### src/rtl/garegga_snd_pkg.sv
// Shared definitions for the Garegga sound path: address width default,
// PCM fetch FSM states and ADPCM client indices.
package garegga_snd_pkg;

    localparam int AW_DEFAULT = 20;

    typedef enum logic {
        IDLE  = 1'b0,
        FETCH = 1'b1
    } fetch_state_t;

    localparam logic CLI_A = 1'b0;
    localparam logic CLI_B = 1'b1;

endpackage

### src/rtl/garegga_pcm_line.sv
// One-word PCM line buffer: tag compare and byte select for the client,
// fill port from the SDRAM arbiter, and bank-switch invalidate.
module garegga_pcm_line
    import garegga_snd_pkg::*;
#(
    parameter int AW = AW_DEFAULT
)(
    input  logic          CLK96,
    input  logic          RESET96,
    input  logic          i_inval,
    input  logic          i_cs,
    input  logic [AW-1:0] i_addr,
    output logic          o_hit,
    output logic [7:0]    o_data,
    input  logic          i_wr,
    input  logic          i_wr_valid,
    input  logic [AW-2:0] i_wr_tag,
    input  logic [15:0]   i_wr_word
);

    logic          r_valid;
    logic [AW-2:0] r_tag;
    logic [15:0]   r_word;

    // NOTE: state is updated with <= so every register samples pre-edge values;
    // tag and word are reset too, since one word is cheap and it keeps o_data defined.
    always_ff @(posedge CLK96 or posedge RESET96) begin
        if (RESET96) begin
            r_valid <= 1'b0;
            r_tag   <= '0;
            r_word  <= '0;
        end else if (i_wr) begin
            r_valid <= i_wr_valid;
            r_tag   <= i_wr_tag;
            r_word  <= i_wr_word;
        end else if (i_inval) begin
            r_valid <= 1'b0;
        end
    end

    assign o_hit  = i_cs && r_valid && (r_tag == i_addr[AW-1:1]);
    assign o_data = i_addr[0] ? r_word[15:8] : r_word[7:0];

endmodule

### src/rtl/garegga_pcm_fetch.sv
// Two-client PCM ROM front end: per-client word line buffers sharing one
// SDRAM slot through a round-robin miss arbiter.
module garegga_pcm_fetch
    import garegga_snd_pkg::*;
#(
    parameter int AW      = AW_DEFAULT,
    parameter bit RR_INIT = 1'b0
)(
    input  logic          CLK96,
    input  logic          RESET96,
    input  logic          FLUSH,
    input  logic          A_CS,
    input  logic [AW-1:0] A_ADDR,
    output logic [7:0]    A_DATA,
    output logic          A_OK,
    input  logic          B_CS,
    input  logic [AW-1:0] B_ADDR,
    output logic [7:0]    B_DATA,
    output logic          B_OK,
    output logic          SDRAM_CS,
    output logic [AW-2:0] SDRAM_ADDR,
    input  logic [15:0]   SDRAM_DATA,
    input  logic          SDRAM_OK
);

    fetch_state_t  r_state;
    logic          r_grant;
    logic          r_ptr;
    logic          r_discard;
    logic          r_sdram_cs;
    logic [AW-2:0] r_sdram_addr;

    logic w_hit_a, w_hit_b;
    logic w_miss_a, w_miss_b;
    logic w_fill, w_fill_valid;
    logic w_wr_a, w_wr_b;
    logic w_pick;

    assign w_miss_a = A_CS && !w_hit_a;
    assign w_miss_b = B_CS && !w_hit_b;

    // A flush seen at any point of the fetch, including the return cycle, poisons the word.
    assign w_fill       = (r_state == FETCH) && SDRAM_OK;
    assign w_fill_valid = !(r_discard || FLUSH);
    assign w_wr_a       = w_fill && (r_grant == CLI_A);
    assign w_wr_b       = w_fill && (r_grant == CLI_B);

    // NOTE: w_pick gets a default before the ifs so no path leaves it unassigned (no latch).
    always_comb begin
        w_pick = r_ptr;
        if (w_miss_a && !w_miss_b)
            w_pick = CLI_A;
        else if (w_miss_b && !w_miss_a)
            w_pick = CLI_B;
    end

    // The pointer always moves to the client not just served: a toggle on
    // contention, and "the other one" after a lone miss.
    always_ff @(posedge CLK96 or posedge RESET96) begin
        if (RESET96) begin
            r_state      <= IDLE;
            r_grant      <= CLI_A;
            r_ptr        <= RR_INIT;
            r_discard    <= 1'b0;
            r_sdram_cs   <= 1'b0;
            r_sdram_addr <= '0;
        end else begin
            case (r_state)
                IDLE: begin
                    r_discard <= 1'b0;
                    if (w_miss_a || w_miss_b) begin
                        r_grant      <= w_pick;
                        r_ptr        <= ~w_pick;
                        r_sdram_addr <= (w_pick == CLI_A) ? A_ADDR[AW-1:1] : B_ADDR[AW-1:1];
                        r_sdram_cs   <= 1'b1;
                        r_state      <= FETCH;
                    end
                end
                FETCH: begin
                    if (FLUSH)
                        r_discard <= 1'b1;
                    if (SDRAM_OK) begin
                        r_sdram_cs <= 1'b0;
                        r_state    <= IDLE;
                    end
                end
                default: r_state <= IDLE;
            endcase
        end
    end

    assign SDRAM_CS   = r_sdram_cs;
    assign SDRAM_ADDR = r_sdram_addr;

    garegga_pcm_line #(.AW(AW)) u_line_a (
        .CLK96      (CLK96),
        .RESET96    (RESET96),
        .i_inval    (FLUSH),
        .i_cs       (A_CS),
        .i_addr     (A_ADDR),
        .o_hit      (w_hit_a),
        .o_data     (A_DATA),
        .i_wr       (w_wr_a),
        .i_wr_valid (w_fill_valid),
        .i_wr_tag   (r_sdram_addr),
        .i_wr_word  (SDRAM_DATA)
    );

    garegga_pcm_line #(.AW(AW)) u_line_b (
        .CLK96      (CLK96),
        .RESET96    (RESET96),
        .i_inval    (FLUSH),
        .i_cs       (B_CS),
        .i_addr     (B_ADDR),
        .o_hit      (w_hit_b),
        .o_data     (B_DATA),
        .i_wr       (w_wr_b),
        .i_wr_valid (w_fill_valid),
        .i_wr_tag   (r_sdram_addr),
        .i_wr_word  (SDRAM_DATA)
    );

    assign A_OK = w_hit_a;
    assign B_OK = w_hit_b;

endmodule

### config.mk
export PLATFORM = sky130hd
export DESIGN_NAME = garegga_pcm_fetch
export DESIGN_NICKNAME = d
export VERILOG_FILES = /design/src/rtl/garegga_snd_pkg.sv /design/src/rtl/garegga_pcm_line.sv /design/src/rtl/garegga_pcm_fetch.sv
export SDC_FILE = /design/constraint.sdc
export NUM_CORES = 1
export LEC_CHECK = 0
export CORE_MARGIN = 1
export CORE_UTILIZATION = 35
export CTS_BUF_LIST = sky130_fd_sc_hd__clkbuf_8
export CTS_CLUSTER_DIAMETER = 40
export CTS_CLUSTER_SIZE = 8
export DETAILED_ROUTE_END_ITERATION = 12
export PLACE_DENSITY_LB_ADDON = 0.12
export SYNTH_ARGS = -nofsm -noshare
export SYNTH_HDL_FRONTEND = slang
export SYNTH_SLANG_ARGS = --single-unit
### constraint.sdc
create_clock -name CLK96 -period 3.64 [get_ports CLK96]
set_input_delay 0.546 -clock CLK96 [delete_from_list [all_inputs] [get_ports CLK96]]
set_output_delay 0.546 -clock CLK96 [all_outputs]
set_load 0.005 [all_outputs]
Yosys cells after proc, flatten, opt, wreduce, memory -nomap -nowiden
Index checks and enable logic that the tools add are counted.
Widths: inputs -> output; s select.

storage, ports and cells
  logic and storage cells = 58
  output and inout port bits = 38
  input port bits = 62
  flip-flop bits (word level) = 96

cells by class
  eq/ne operators = 5
  multiplexer cells = 16
  reduce and logical (&&, ||, !) cells = 22
  bitwise operators = 3

operators by type and width
  kind                count
  $eq 19x19->1        2
  $mux 19             1
  $mux 8              2
  $logic_and 1x1->1   11
  $mux 1              10
  $ne 2x2->1 const B  3
  $pmux 1 s2          3
  $logic_not 1->1     5
  $reduce_and 2->1    2
  $reduce_bool 2->1   2
  $not 1->1           3
  $logic_or 1x1->1    2

Longest topological paths before layout
  word-level depth = 9
  mapped depth = 7
  gate-level depth less buffers = 6

Hierarchy
A second synthesis with hierarchy kept.

unflattened totals
  cell total of the unflattened synthesis = 322
  area total of the unflattened synthesis = 4415.5 um^2

modules (own cells, without submodules)
  module             times used  area each (um^2)  sequential area each (um^2)  cells an instance
  garegga_pcm_line   2           1642.8            900.9                        114
  garegga_pcm_fetch  1           1129.8            600.6                        94

Worst setup path after synthesis
OpenSTA, ideal clock, no wires.

  path type = input port to flip-flop
  start = input B_ADDR[5]
  end = register r_sdram_addr[0] (netlist: SDRAM_ADDR[0])
  data required time = 3.514 ns
  buffers on the path = 1
  stages = 7
  library setup time = 0.126 ns
  path slack = 1.794 ns
  arrival time = 1.720 ns
  cells stage by stage = xnor2_1 -> nand3_1 -> nor4_2 -> a21oi_2 -> o31a_1 -> buf_4 -> a221o_1

between the ends
  longest elaborated chain between the ends = 8
  elaborated cells between the ends (all ways) = 12
  those cells by class = eq/ne: 1; mux: 3; reduce/logical: 8

ends and longest elaborated chain
  what                                                  RTL line                                          RTL
  start, declared                                       garegga_pcm_fetch.sv:17                           input logic [AW-1:0] B_ADDR,
  $eq 19x19->1 *                                        garegga_pcm_line.sv:41                            assign o_hit = i_cs && r_valid && (r_tag == i_addr[AW-1:1]);
  $logic_and 1x1->1 *                                   garegga_pcm_line.sv:41
  $logic_not 1->1 *                                     garegga_pcm_fetch.sv:40                           assign w_miss_b = B_CS && !w_hit_b;
  $logic_and 1x1->1 *                                   garegga_pcm_fetch.sv:40
  $logic_and 1x1->1 or $logic_not 1->1 (tied branches)  garegga_pcm_fetch.sv:53, garegga_pcm_fetch.sv:51
  $mux 1 or $logic_and 1x1->1 (tied branches)           garegga_pcm_fetch.sv:53, garegga_pcm_fetch.sv:51
  $mux 1                                                garegga_pcm_fetch.sv:51                           if (w_miss_a && !w_miss_b)
  $mux 19                                               garegga_pcm_fetch.sv:74                           r_sdram_addr <= (w_pick == CLI_A) ? A_ADDR[AW-1:1] : B_ADDR[AW-1:1];
  end signal, assigned                                  garegga_pcm_fetch.sv:74
  end, declared                                         garegga_pcm_fetch.sv:31                           logic [AW-2:0] r_sdram_addr;

Every way passes the cells marked *; elsewhere a longest branch is shown, timed or not.
A chain may end at the register's enable or synchronous reset.

Worst setup path in the final report
  start = input B_ADDR[5]
  end = output B_OK

between the ends
  longest elaborated chain between the ends = 2

ends and longest elaborated chain
  what               RTL line                 RTL
  $eq 19x19->1       garegga_pcm_line.sv:41
  $logic_and 1x1->1  garegga_pcm_line.sv:41
  end, declared      garegga_pcm_fetch.sv:19  output logic B_OK,

No other way between the ends.

==> metrics.md <==
| Metric | Value |
|---|---|
| Antenna Diode Count | `0` |
| Hold Path Sink | `u_line_a.r_word[5]` |
| Worst Clk Skew | `0.005852 ns` |
| CP dominant cell by count | `clkdlybuf4s50_1` |
| Core region area | `12060 sq um` |
| Slew @ Worst Pin | `0.6641 ns` |
| Prevailing post-synth register cell | `dfrtp_1` |
| Worst path top cell family by delay | `buffers and inverters` |
| Register area share after synthesis | `55.01%` |
| Crit path from | `B_ADDR[5]` |
| Tightest slew margin relative to the limit | `55.68%` |
| Grt ovf | `0` |
| Status | `completed` |
| GPL Wtd Cong | `0.7497` |
| CTS Sinks | `96` |
| Simple-Gate Fraction of Synth Area | `7.020%` |
| Synth Instances | `316` |
| Setup Viol. Count Final | `0` |
| Hold Path Cell Cnt | `1` |
| Hold_sp | `u_line_a.r_word[5]` |
| Fill cells | `1129` |
| Pins Over Slew Limit | `0` |
| Fin. Hold Viols | `0` |
| Startpoint types | `input port` |
| Pin count of the biggest net entering global routing | `97` |
| Die H | `113.7 microns` |
| Synth area leader | `dfrtp_1` |
| Row count | `40` |
| Clock Path Buffers | `2` |
| Pwr dens | `734.4 nW/um^2` |
| NumNets Final | `482` |
| Gr usage total | `17.89%` |
| Reg2reg start | `u_line_b.r_tag[4]` |
| Crit end category | `output port` |
| Total wire length | `10850 microns` |
| H-tree depth | `3` |
| Compound-Gate Fraction of Synth Area | `6.017%` |
| Synthesized Nets | `378` |
| Crit path buf inv count | `2` |
| I/O Buffers | `99` |
| Die width | `113.7 microns` |
| Crit path time final | `3.128 ns` |
| Cts hold-fix bufs | `0` |
| Post-synth EDFFs | `0` |
| CP required | `3.09 ns` |
| Max_cap viols | `0` |
| Static Leak | `2.372 nW` |
| Post-synth ARST share | `100.0%` |
| Post-Route Utilization | `48.03%` |
| Yosys reg bits | `96` |
| Warnings, synthesis | `0` |
| Area contributors post-synth | `dfrtp_1 55%, mux2_2 22%, xnor2_1 6.8%, a221o_1 4.4%, nor3b_1 3.3%` |
| Max Freq | `0.3196 GHz` |
| Maximum vdd drop | `0.2983 mV` |
| CP max stage cell | `clkdlybuf4s50_1` |
| Setup bufs post-CTS | `0` |
| Worst r2r path cells | `7` |
| Post-DP HPWL | `7455 microns` |
| Setup TNS | `0 ns` |
| Initial antenna violation count | `0` |
| Detailed-route DRC error count | `0` |
| WP data arrival | `2.58 ns` |
| Library cells used by synthesis | `26` |
| CTS tree | `yes` |
| Die ar. | `12930 sq um` |
| Top post-synthesis cells by count | `96 x dfrtp_1, 86 x mux2_2, 34 x xnor2_1` |
| Type of the tightest min-delay check | `flip-flop to flip-flop` |
| Main combinational cell family by area after synthesis | `multiplexers` |
| R2R Setup Slk | `1.48 ns` |
| Clk root buf | `clkbuf_8` |
| Via count | `2941` |
| Initial Util | `36.20%` |
| PostCTS Resize Cnt | `0` |
| Share of the synthesized area in the top cell type | `55.01%` |
| Clk_lat worst skew | `0.36 ns` |
| DRT Pass-1 Iters | `4` |
| Routed length per placed instance | `18.33 microns` |
| Starting DRC count in detailed routing | `128` |
| Mux contribution to synthesized area | `22.18%` |
| Final worst path period share | `85.95%` |
| Worst setup path class | `input port to output port` |
| Crit-path max FO | `2` |
| Vias per Instance | `4.968` |
| TritonCTS buffer count | `9` |
| XOR/XNOR Fraction of Synth Area | `7.622%` |
| First-pass GRT wire length | `17200 microns` |
| Share of cells above drive strength 1 | `28.07%` |
| Ports | `100` |
| Worst-path clk slew | `0.09 ns` |
| Adder-Cell Fraction of Synth Area | `0%` |
| Worst r2r dst | `SDRAM_ADDR[1]` |
| Slowest cell delay on critical path | `0.51 ns` |
| Post-Syn Area | `4367 sq um` |
| Top-count cell post-synth | `dfrtp_1` |
| Syn-to-layout area delta | `32.66%` |
| RSZ-0062 raised after global routing | `no` |
| Number of routed nets with antenna violations | `0` |
| Vias in the first global route | `3105` |
| Mapped Avg Cell Area | `13.82 sq um` |
| Cell Chain, Critical Path | `clkdlybuf4s50_1 > xnor2_1 > nand3_1 > nor4_2 > and2_1 > clkdlybuf4s50_1` |
-- power by group --
group	switching [mW]	total, mW	internal [mW]
Combinational	0.588	1.67	1.09
Sequential	0.326	1.88	1.55
Clock	0.369	0.702	0.333
-- per-layer routing --
metal	track usage (%)	wire length, microns
met1	25.46	5263
met5	0	0
met4	5.789	163
met2	27.44	4961
met3	3.507	465
-- worst max-delay path by stage --
stage | end | slack (ns) | depth (start not counted)
after floorplan | SDRAM_ADDR[0] | 0.59 | 1
after global placement | A_OK | 0.54 | 6
after detailed placement | B_OK | 0.53 | 6
after CTS | B_OK | 0.53 | 6
after global routing | B_OK | 0.44 | 6
final | B_OK | 0.51 | 6
-- through the flow --
step           instances  hold WS [ns]  setup slack [ns]  area (sq um)  total power, mW
4_1_cts              592        0.5109            0.5342          5793            4.306
2_1_floorplan        316        0.4632            0.5886          4367            2.806
5_1_grt              592        0.5233            0.4370          5793            4.531
3_3_place_gp         577        0.4832            0.5398          5599            3.556
6_report             592        0.5106            0.5115          5793            4.254
3_5_place_dp         577        0.4901            0.5342          5599            3.588
-- flip-flops by register name, indices dropped and copies added (netlist names) --
register / cells
SDRAM_ADDR: 19
u_line_b.r_word: 16
u_line_a.r_tag: 19
u_line_b.r_valid: 1
r_grant: 1
u_line_b.r_tag: 19
r_discard: 1
u_line_a.r_valid: 1
r_state: 1
SDRAM_CS: 1
r_ptr: 1
u_line_a.r_word: 16
-- layout make-up --
type                            count  area (sq um)  area share (%)
Tap cell                          168         210.2           3.629
Inverter                            3         12.51          0.2160
Multi-Input combinational cell    200          1876           32.38
Sequential cell                    96          2402           41.47
Clock buffer                       10         137.6           2.376
Timing Repair Buffer              110          1099           18.96
Clock inverter                      5         56.30          0.9719
-- cell usage in the layout, fill, tap and decap left out --
cell,Yosys,layout
nor3b_1,19,19
clkbuf_8,0,10
dfrtp_1,96,96
nor4_2,2,2
nor2_1,7,7
nand3b_1,1,1
nand3_2,0,1
clkdlybuf4s50_1,0,99
xnor2_1,34,34
nand4_1,8,8
buf_12,0,2
xor2_1,4,4
o31a_1,1,1
o21ai_0,1,1
buf_4,2,9
a221o_1,19,19
clkinvlp_4,0,1
clkinv_2,0,3
a21oi_2,1,1
nor3_1,2,2
a21oi_1,3,3
inv_1,3,2
bufinv_16,0,1
inv_6,0,1
a211oi_2,1,1
nand3_1,3,2
nand2_1,2,2
nor3_2,1,1
and2_1,2,2
mux2_2,86,86
o21a_1,1,1
a21o_1,2,2
-- cells by family after synthesis --
| logic type | count (synthesis) |
|---|---|
| simple gates | 47 |
| compound gates | 29 |
| xor+xnor | 38 |
| buf+inv | 20 |
| flops | 96 |
| mux | 86 |
Power figures use the tool's default switching activity.
